## config.mk

```make
export PLATFORM = sky130hd
export DESIGN_NAME = restart_ctrl
export DESIGN_NICKNAME = d
export VERILOG_FILES = /design/src/rtl/restart_ctrl.sv
export SDC_FILE = /design/constraint.sdc
export NUM_CORES = 1
export LEC_CHECK = 0
export CAP_MARGIN = 10
export CORE_ASPECT_RATIO = 0.9
export CORE_MARGIN = 5
export CORE_UTILIZATION = 30
export CTS_CLUSTER_SIZE = 20
export DETAILED_ROUTE_END_ITERATION = 6
export GPL_TIMING_DRIVEN = 0
export PLACE_DENSITY = 0.62
export SYNTH_ARGS = -nofsm -noshare
export SYNTH_HDL_FRONTEND = slang
export SYNTH_SLANG_ARGS = --single-unit
```

## constraint.sdc

```tcl
create_clock -name clk -period 2.5 [get_ports clk]
set_input_delay 0.625 -clock clk [delete_from_list [all_inputs] [get_ports clk]]
set_output_delay 0.625 -clock clk [all_outputs]
set_load 0.01 [all_outputs]
```

## src/rtl/restart_ctrl.sv

```systemverilog
// System restart controller: merges button, watchdog, trap and software restart
// requests into a fixed-length active-low reset and records cause and count.
module restart_ctrl #(
  parameter int HOLD_CYCLES     = 16,
  parameter int DEBOUNCE_CYCLES = 1000
) (
  input  logic        clk,
  input  logic        rst,
  input  logic        btn_in,
  input  logic        wdog_trig,
  input  logic        trap_trig,
  input  logic        wr,
  input  logic [15:0] data_in,
  output logic        sys_rst_n,
  output logic [15:0] data_out
);

  localparam int HW = $clog2(HOLD_CYCLES);
  localparam int DW = $clog2(DEBOUNCE_CYCLES);
  localparam logic [HW-1:0] HOLD_LAST = HW'(HOLD_CYCLES - 1);
  localparam logic [DW-1:0] DB_LAST   = DW'(DEBOUNCE_CYCLES - 1);

  localparam logic [2:0] C_NONE  = 3'd0;
  localparam logic [2:0] C_POWER = 3'd1;
  localparam logic [2:0] C_BTN   = 3'd2;
  localparam logic [2:0] C_WDOG  = 3'd3;
  localparam logic [2:0] C_TRAP  = 3'd4;
  localparam logic [2:0] C_SW    = 3'd5;

  typedef enum logic {HOLD, RUN} state_t;

  state_t          state;
  logic [HW-1:0]   hold_cnt;
  logic [2:0]      cause;
  logic [7:0]      count;
  logic            sync1, sync2;
  logic            db_level, db_prev;
  logic [DW-1:0]   db_cnt;
  logic            btn_event, sw_req, clr_req, any_event;
  logic [2:0]      event_code;

  // Debounced level flips only after DEBOUNCE_CYCLES consecutive differing samples.
  always_ff @(posedge clk) begin
    if (rst) begin
      sync1    <= 1'b0;
      sync2    <= 1'b0;
      db_level <= 1'b0;
      db_prev  <= 1'b0;
      db_cnt   <= '0;
    end else begin
      sync1   <= btn_in;
      sync2   <= sync1;
      db_prev <= db_level;
      if (sync2 == db_level) begin
        db_cnt <= '0;
      end else if (db_cnt == DB_LAST) begin
        db_level <= sync2;
        db_cnt   <= '0;
      end else begin
        db_cnt <= db_cnt + 1'b1;
      end
    end
  end

  assign btn_event = db_level & ~db_prev;
  assign sw_req    = wr & data_in[0];
  assign clr_req   = wr & data_in[1];
  assign any_event = btn_event | wdog_trig | trap_trig | sw_req;

  always_comb begin
    event_code = C_NONE;
    if (btn_event)      event_code = C_BTN;
    else if (wdog_trig) event_code = C_WDOG;
    else if (trap_trig) event_code = C_TRAP;
    else if (sw_req)    event_code = C_SW;
  end

  always_ff @(posedge clk) begin
    if (rst) begin
      state     <= HOLD;
      hold_cnt  <= '0;
      sys_rst_n <= 1'b0;
      cause     <= C_POWER;
      count     <= 8'd0;
    end else begin
      case (state)
        HOLD: begin
          if (hold_cnt == HOLD_LAST) begin
            state     <= RUN;
            sys_rst_n <= 1'b1;
          end else begin
            hold_cnt <= hold_cnt + 1'b1;
          end
        end
        RUN: begin
          if (any_event) begin
            state     <= HOLD;
            hold_cnt  <= '0;
            sys_rst_n <= 1'b0;
            cause     <= event_code;
            // A same-cycle clear is applied before the restart is counted.
            if (clr_req)             count <= 8'd1;
            else if (count != 8'hff) count <= count + 8'd1;
          end else if (clr_req) begin
            cause <= C_NONE;
            count <= 8'd0;
          end
        end
        default: begin
          state     <= HOLD;
          hold_cnt  <= '0;
          sys_rst_n <= 1'b0;
        end
      endcase
    end
  end

  assign data_out = {count, 5'b0, cause};

endmodule

```

Word-level counts from Yosys, hierarchy flattened. Cells that the tools add are included.

Register bits: 31. Bits in latches: 0. RAM bits: 0. ROM bits: 0. Bits of input ports: 22. Output and inout bits: 17. Logic and storage cells: 56. Memories kept: 0.

Add/subtract/negate cells: 3. Multipliers: 0. Divide/modulo/power cells: 0. $lt $le $gt $ge: 0. Equality and inequality tests: 7. Shifts and indexed selects: 0. Muxes and demuxes: 19. Bitwise operators: 9. Reductions and logical operators: 8.

Operators by type and width (count): two-way mux 8 bit (4); two-way mux 3 bit (6); adder 10 x 1 -> 10 bit (second input constant) (1); equality test 10 bit (second input constant) (1); adder 8 x 1 -> 8 bit (second input constant) (1); two-way mux 4 bit (2); != test 8 bit (second input constant) (1); one-hot mux 4 bit (2 select lines) (1); AND reduction 2 bit (4); adder 4 x 1 -> 4 bit (second input constant) (1); equality test 4 bit (second input constant) (1); two-way mux 1 bit (4); != test 2 bit (second input constant) (2); one-hot mux 1 bit (2 select lines) (2); nonzero test 2 bit (2); bitwise AND 1 bit (3); NOT 1 bit (3); OR 1 bit (3); AND reduction 3 bit (1); OR reduction 3 bit (1); != test 2 x 1 -> 1 bit (second input constant) (1); equality test 1 bit (1).

Depth between registers and ports, before layout.
Depth in word-level cells: 7. Gate-level depth with buffers: 6.

Least setup slack after synthesis. No wires, ideal clock.

Path kind: input port to flip-flop. From: input port wr. To: register cause[0]. Setup time: 0.120 ns. Arrival time: 1.569 ns. Setup slack: 0.811 ns. Stages on the path: 4. Path buffers: 0. Cells stage by stage: a21o_4 o41ai_4 nor3_1 a211o_1.

Longest elaborated chain between the ends: 6. Elaborated cells on any way between the ends: 10. Those cells by class: 5 x mux; 3 x bitwise; 2 x reduce/logical.

Ends and longest elaborated chain: start: declaration (RTL line 12) `input logic wr,`; bitwise AND 1 bit (RTL line 66) `assign sw_req = wr & data_in[0];`; two-way mux 3 bit (RTL line 75) `else if (sw_req) event_code = C_SW;`; two-way mux 3 bit (RTL line 74) `else if (trap_trig) event_code = C_TRAP;`; two-way mux 3 bit (RTL line 73) `else if (wdog_trig) event_code = C_WDOG;`; two-way mux 3 bit (RTL line 72) `if (btn_event) event_code = C_BTN;`; two-way mux 3 bit (RTL line 96) `if (any_event) begin`; end signal: assignment (RTL line 100) `cause <= event_code;`; end: declaration (RTL line 34) `logic [2:0] cause;`.

Parallel ways exist; a longest one is shown, timed or not. A chain may end at the register's enable or synchronous reset.

Worst setup path in the final report.
From: input port wr. To: register count[7].

Longest elaborated chain between the ends: 4. Elaborated cells on any way between the ends: 8. Those cells by class: 2 x mux; 3 x bitwise; 3 x reduce/logical.

Ends and longest elaborated chain: bitwise AND 1 bit (RTL line 66); OR 1 bit (RTL line 68) `assign any_event = btn_event | wdog_trig | trap_trig | sw_req;`; nonzero test 2 bit (no source line); AND reduction 3 bit (no source line); end signal: assignment (RTL line 103) `else if (count != 8'hff) count <= count + 8'd1;`; end: declaration (RTL line 35) `logic [7:0] count;`.

Parallel ways exist; a longest one is shown, timed or not.

==> reports/qor.csv <==
metric,value,unit
total_power,0.0009922,W
cp.buffers_inverters,2,
crit_path_max_incr_delay,0.47,ns
rsz0062_at_grt,no,
critical_path.startpoint_type,input port,
io_pins,39,
drv_slew,0,
syn_to_final_growth,26.43,%
ys.warnings.count,0,
max_freq,0.5026,GHz
finalCritPeriodShare,0.7959,
synth_mux_area_frac,0.02053,
cts_tree,yes,
synth_top_cell_by_area,dfxtp_1,
ys_seq_area_frac,0.4243,
nNetsFinal,216,
finalCriticalPeriod,1.990,ns
cts_resized,0,
remaining_drc_errors,0,
ys_ff_latch,31,
leakagePower,0.6674,nW
power.density,536.6,nW/um^2
synth_top_area_share,0.4243,
wl,2779,um
grt_pass1_wl,4650,um
track_usage,0.09001,
synthesis.area,1463,um^2
post-dp-hpwl,2020,um
path_delay_family,compound AO/OA/AOI/OAI gates,
first_global_vias,1014,
final_hold_viol_count,0,
drtIter0Drc,48,
start_util,0.3063,
die_width,83.60,um
via_per_inst,4.572,
rows,24,
synthAdderAreaFrac,0.02566,
placed_cell_area,1749,um^2
synth-compound-area-share,0.1497,
cts_max_level,2,
wl_met3,140,um
clkTransAtPathRegs,0.06,ns
hold_path.class,reg -> reg,
antenna_found_initial,0,
syn-instance-count,161,
wire_per_inst,10.81,um
ys_types,40,
dieHeight,76.24,um
finalInstanceArea,1849,um^2
die-area,6374,um^2
synthTopCellsByArea,"dfxtp_1, nor2_1, nand2_1, xor2_1, nand2b_1",
core_area,4775,um^2
top_layer_used,met4,
numCtsBuffers,5,
critPathCaptureType,flop,
clock_latency,0.28,ns
holdWs,0.4426,ns
post_cts_buffers,0,
synth_area_per_cell,9.085,um^2
synth_xor_area_frac,0.04790,
cts_hold_buf,0,
yosys.area_share.simple,0.2874,
drive_gt1_frac,0.1094,
n_antenna_cell,0,
finClkSkew,0.004802,ns
tns,0,ns
cts.path.max_buffers,2,
setup_violations,0,
ant_nets,0,
gp_congestion,0.7912,
max_cap_violations,0,
crit_type,in -> reg,
root_buffer,clkbuf_8,
vias,1175,
drt_pass1_iterations,4,
grt_max_degree,11,
dr_wl_met2,1022,um
peakVddDrop,0.2548,mV
wl_met1,1529,um
crit_fanout,6,
arrival,2.15,ns
crit_slowest_cell,clkdlybuf4s50_1,
status,finished clean,
io_buffers,19,
grt_overflow_total,0,
cp.required,2.66,ns
cts.sinks,31,
synth_top_family_by_area,simple AND/OR/NAND/NOR gates,
utilization,0.3873,
crit_chain,clkdlybuf4s50_1 -> a21o_4 -> o41ai_4 -> inv_1 -> o221ai_1 -> a31oi_1,
## layout make-up
cell class / count / area [um^2]
inverters: 3 / 11.26
well taps: 65 / 81.33
flip-flops and latches: 31 / 620.6
repair buffers: 19 / 190.2
plain buffers: 8 / 50.05
clock buffers: 8 / 100.1
fillers: 490 / 2925
multi-input cells: 123 / 795.8
## flip-flops by register name, summed over array words and instances, names as in the netlist
register	count
cause	3
count	8
db_cnt	10
db_level	1
db_prev	1
hold_cnt	4
state	1
sync1	1
sync2	1
sys_rst_n	1
## path summary, 6_finish.rpt
| check | start | to | slack, ns | depth (start not counted) |
|---|---|---|---|---|
| worst min-delay path | db_cnt[0] | db_cnt[0] | 0.44 | 1 |
| worst max-delay path | wr | count[7] | 0.51 | 6 |
| worst max register to register | count[0] | count[0] | 0.88 | 6 |
| worst min register to register | db_cnt[0] | db_cnt[0] | 0.44 | 1 |
## per-stage QoR
stage	std cells	setup WS [ns]
6_report	257	0.5102
5_1_grt	257	0.3833
4_1_cts	257	0.5165
3_5_place_dp	249	0.2227
3_3_place_gp	249	0.2014
2_1_floorplan	165	0.8113
## layout by cell type, fill, tap and decap left out, drive strengths merged, types with 4 or more instances in the layout
cell type,instances
nand2b,8
clkdlybuf4s50,19
xor2,6
nor2,16
nand4,6
nor2b,4
o21ai,7
a31oi,7
conb,5
dfxtp,31
a21oi,6
nor3,4
buf,6
nand2,15
clkbuf,10
nand3b,5
## cells by family after synthesis
group                      count (synthesis)
muxes                                      3
and+or+nand+nor                           75
other                                      1
buffers and inverters                     11
xor gates and xnor gates                   8
adders and majority gates                  3
AOI/OAI and AO/OA                         29
DFF                                       31
## power breakdown
group	internal [W]	leakage [nW]	switching (W)
Sequential	0.000500	0.251	0.00000471
Clock	0.000251	0.0515	0.000179
Combinational	0.0000278	0.365	0.0000297
Total	0.000779	0.667	0.000213
## metal layers
metal | track usage | vias to the layer above
met3 | 0.02378 | 7
met2 | 0.1161 | 25
li1 | - | 632
met4 | 0.06270 | 0
met5 | 0 | -
met1 | 0.1269 | 511
## cell usage after synthesis
cell type,n
o22ai_1,2
clkbuf_1,2
mux2i_1,3
nor3b_1,1
xor2_1,6
and2_2,1
nand2b_1,8
nand4_1,6
xnor2_1,2
o21ai_0,7
o41ai_4,1
nand3b_1,5
nand2_1,15
o21bai_1,1
nor2_1,16
nor4_1,1
o31ai_4,1
or3_1,2
o221ai_1,1
nor3_2,2
or4_1,1
nor3b_2,1
nand3_1,3
conb_1,1
buf_2,1
and2b_4,1
dfxtp_1,31
a21o_4,1
nor3_1,2
a21oi_1,6
nor2b_1,4
buf_4,5
a31oi_1,7
inv_1,3
and3_1,2
a211o_1,2
and2_1,1
ha_1,3
nor4b_1,2
nand4b_1,1
Note: power is estimated with default switching activity, not from simulation.
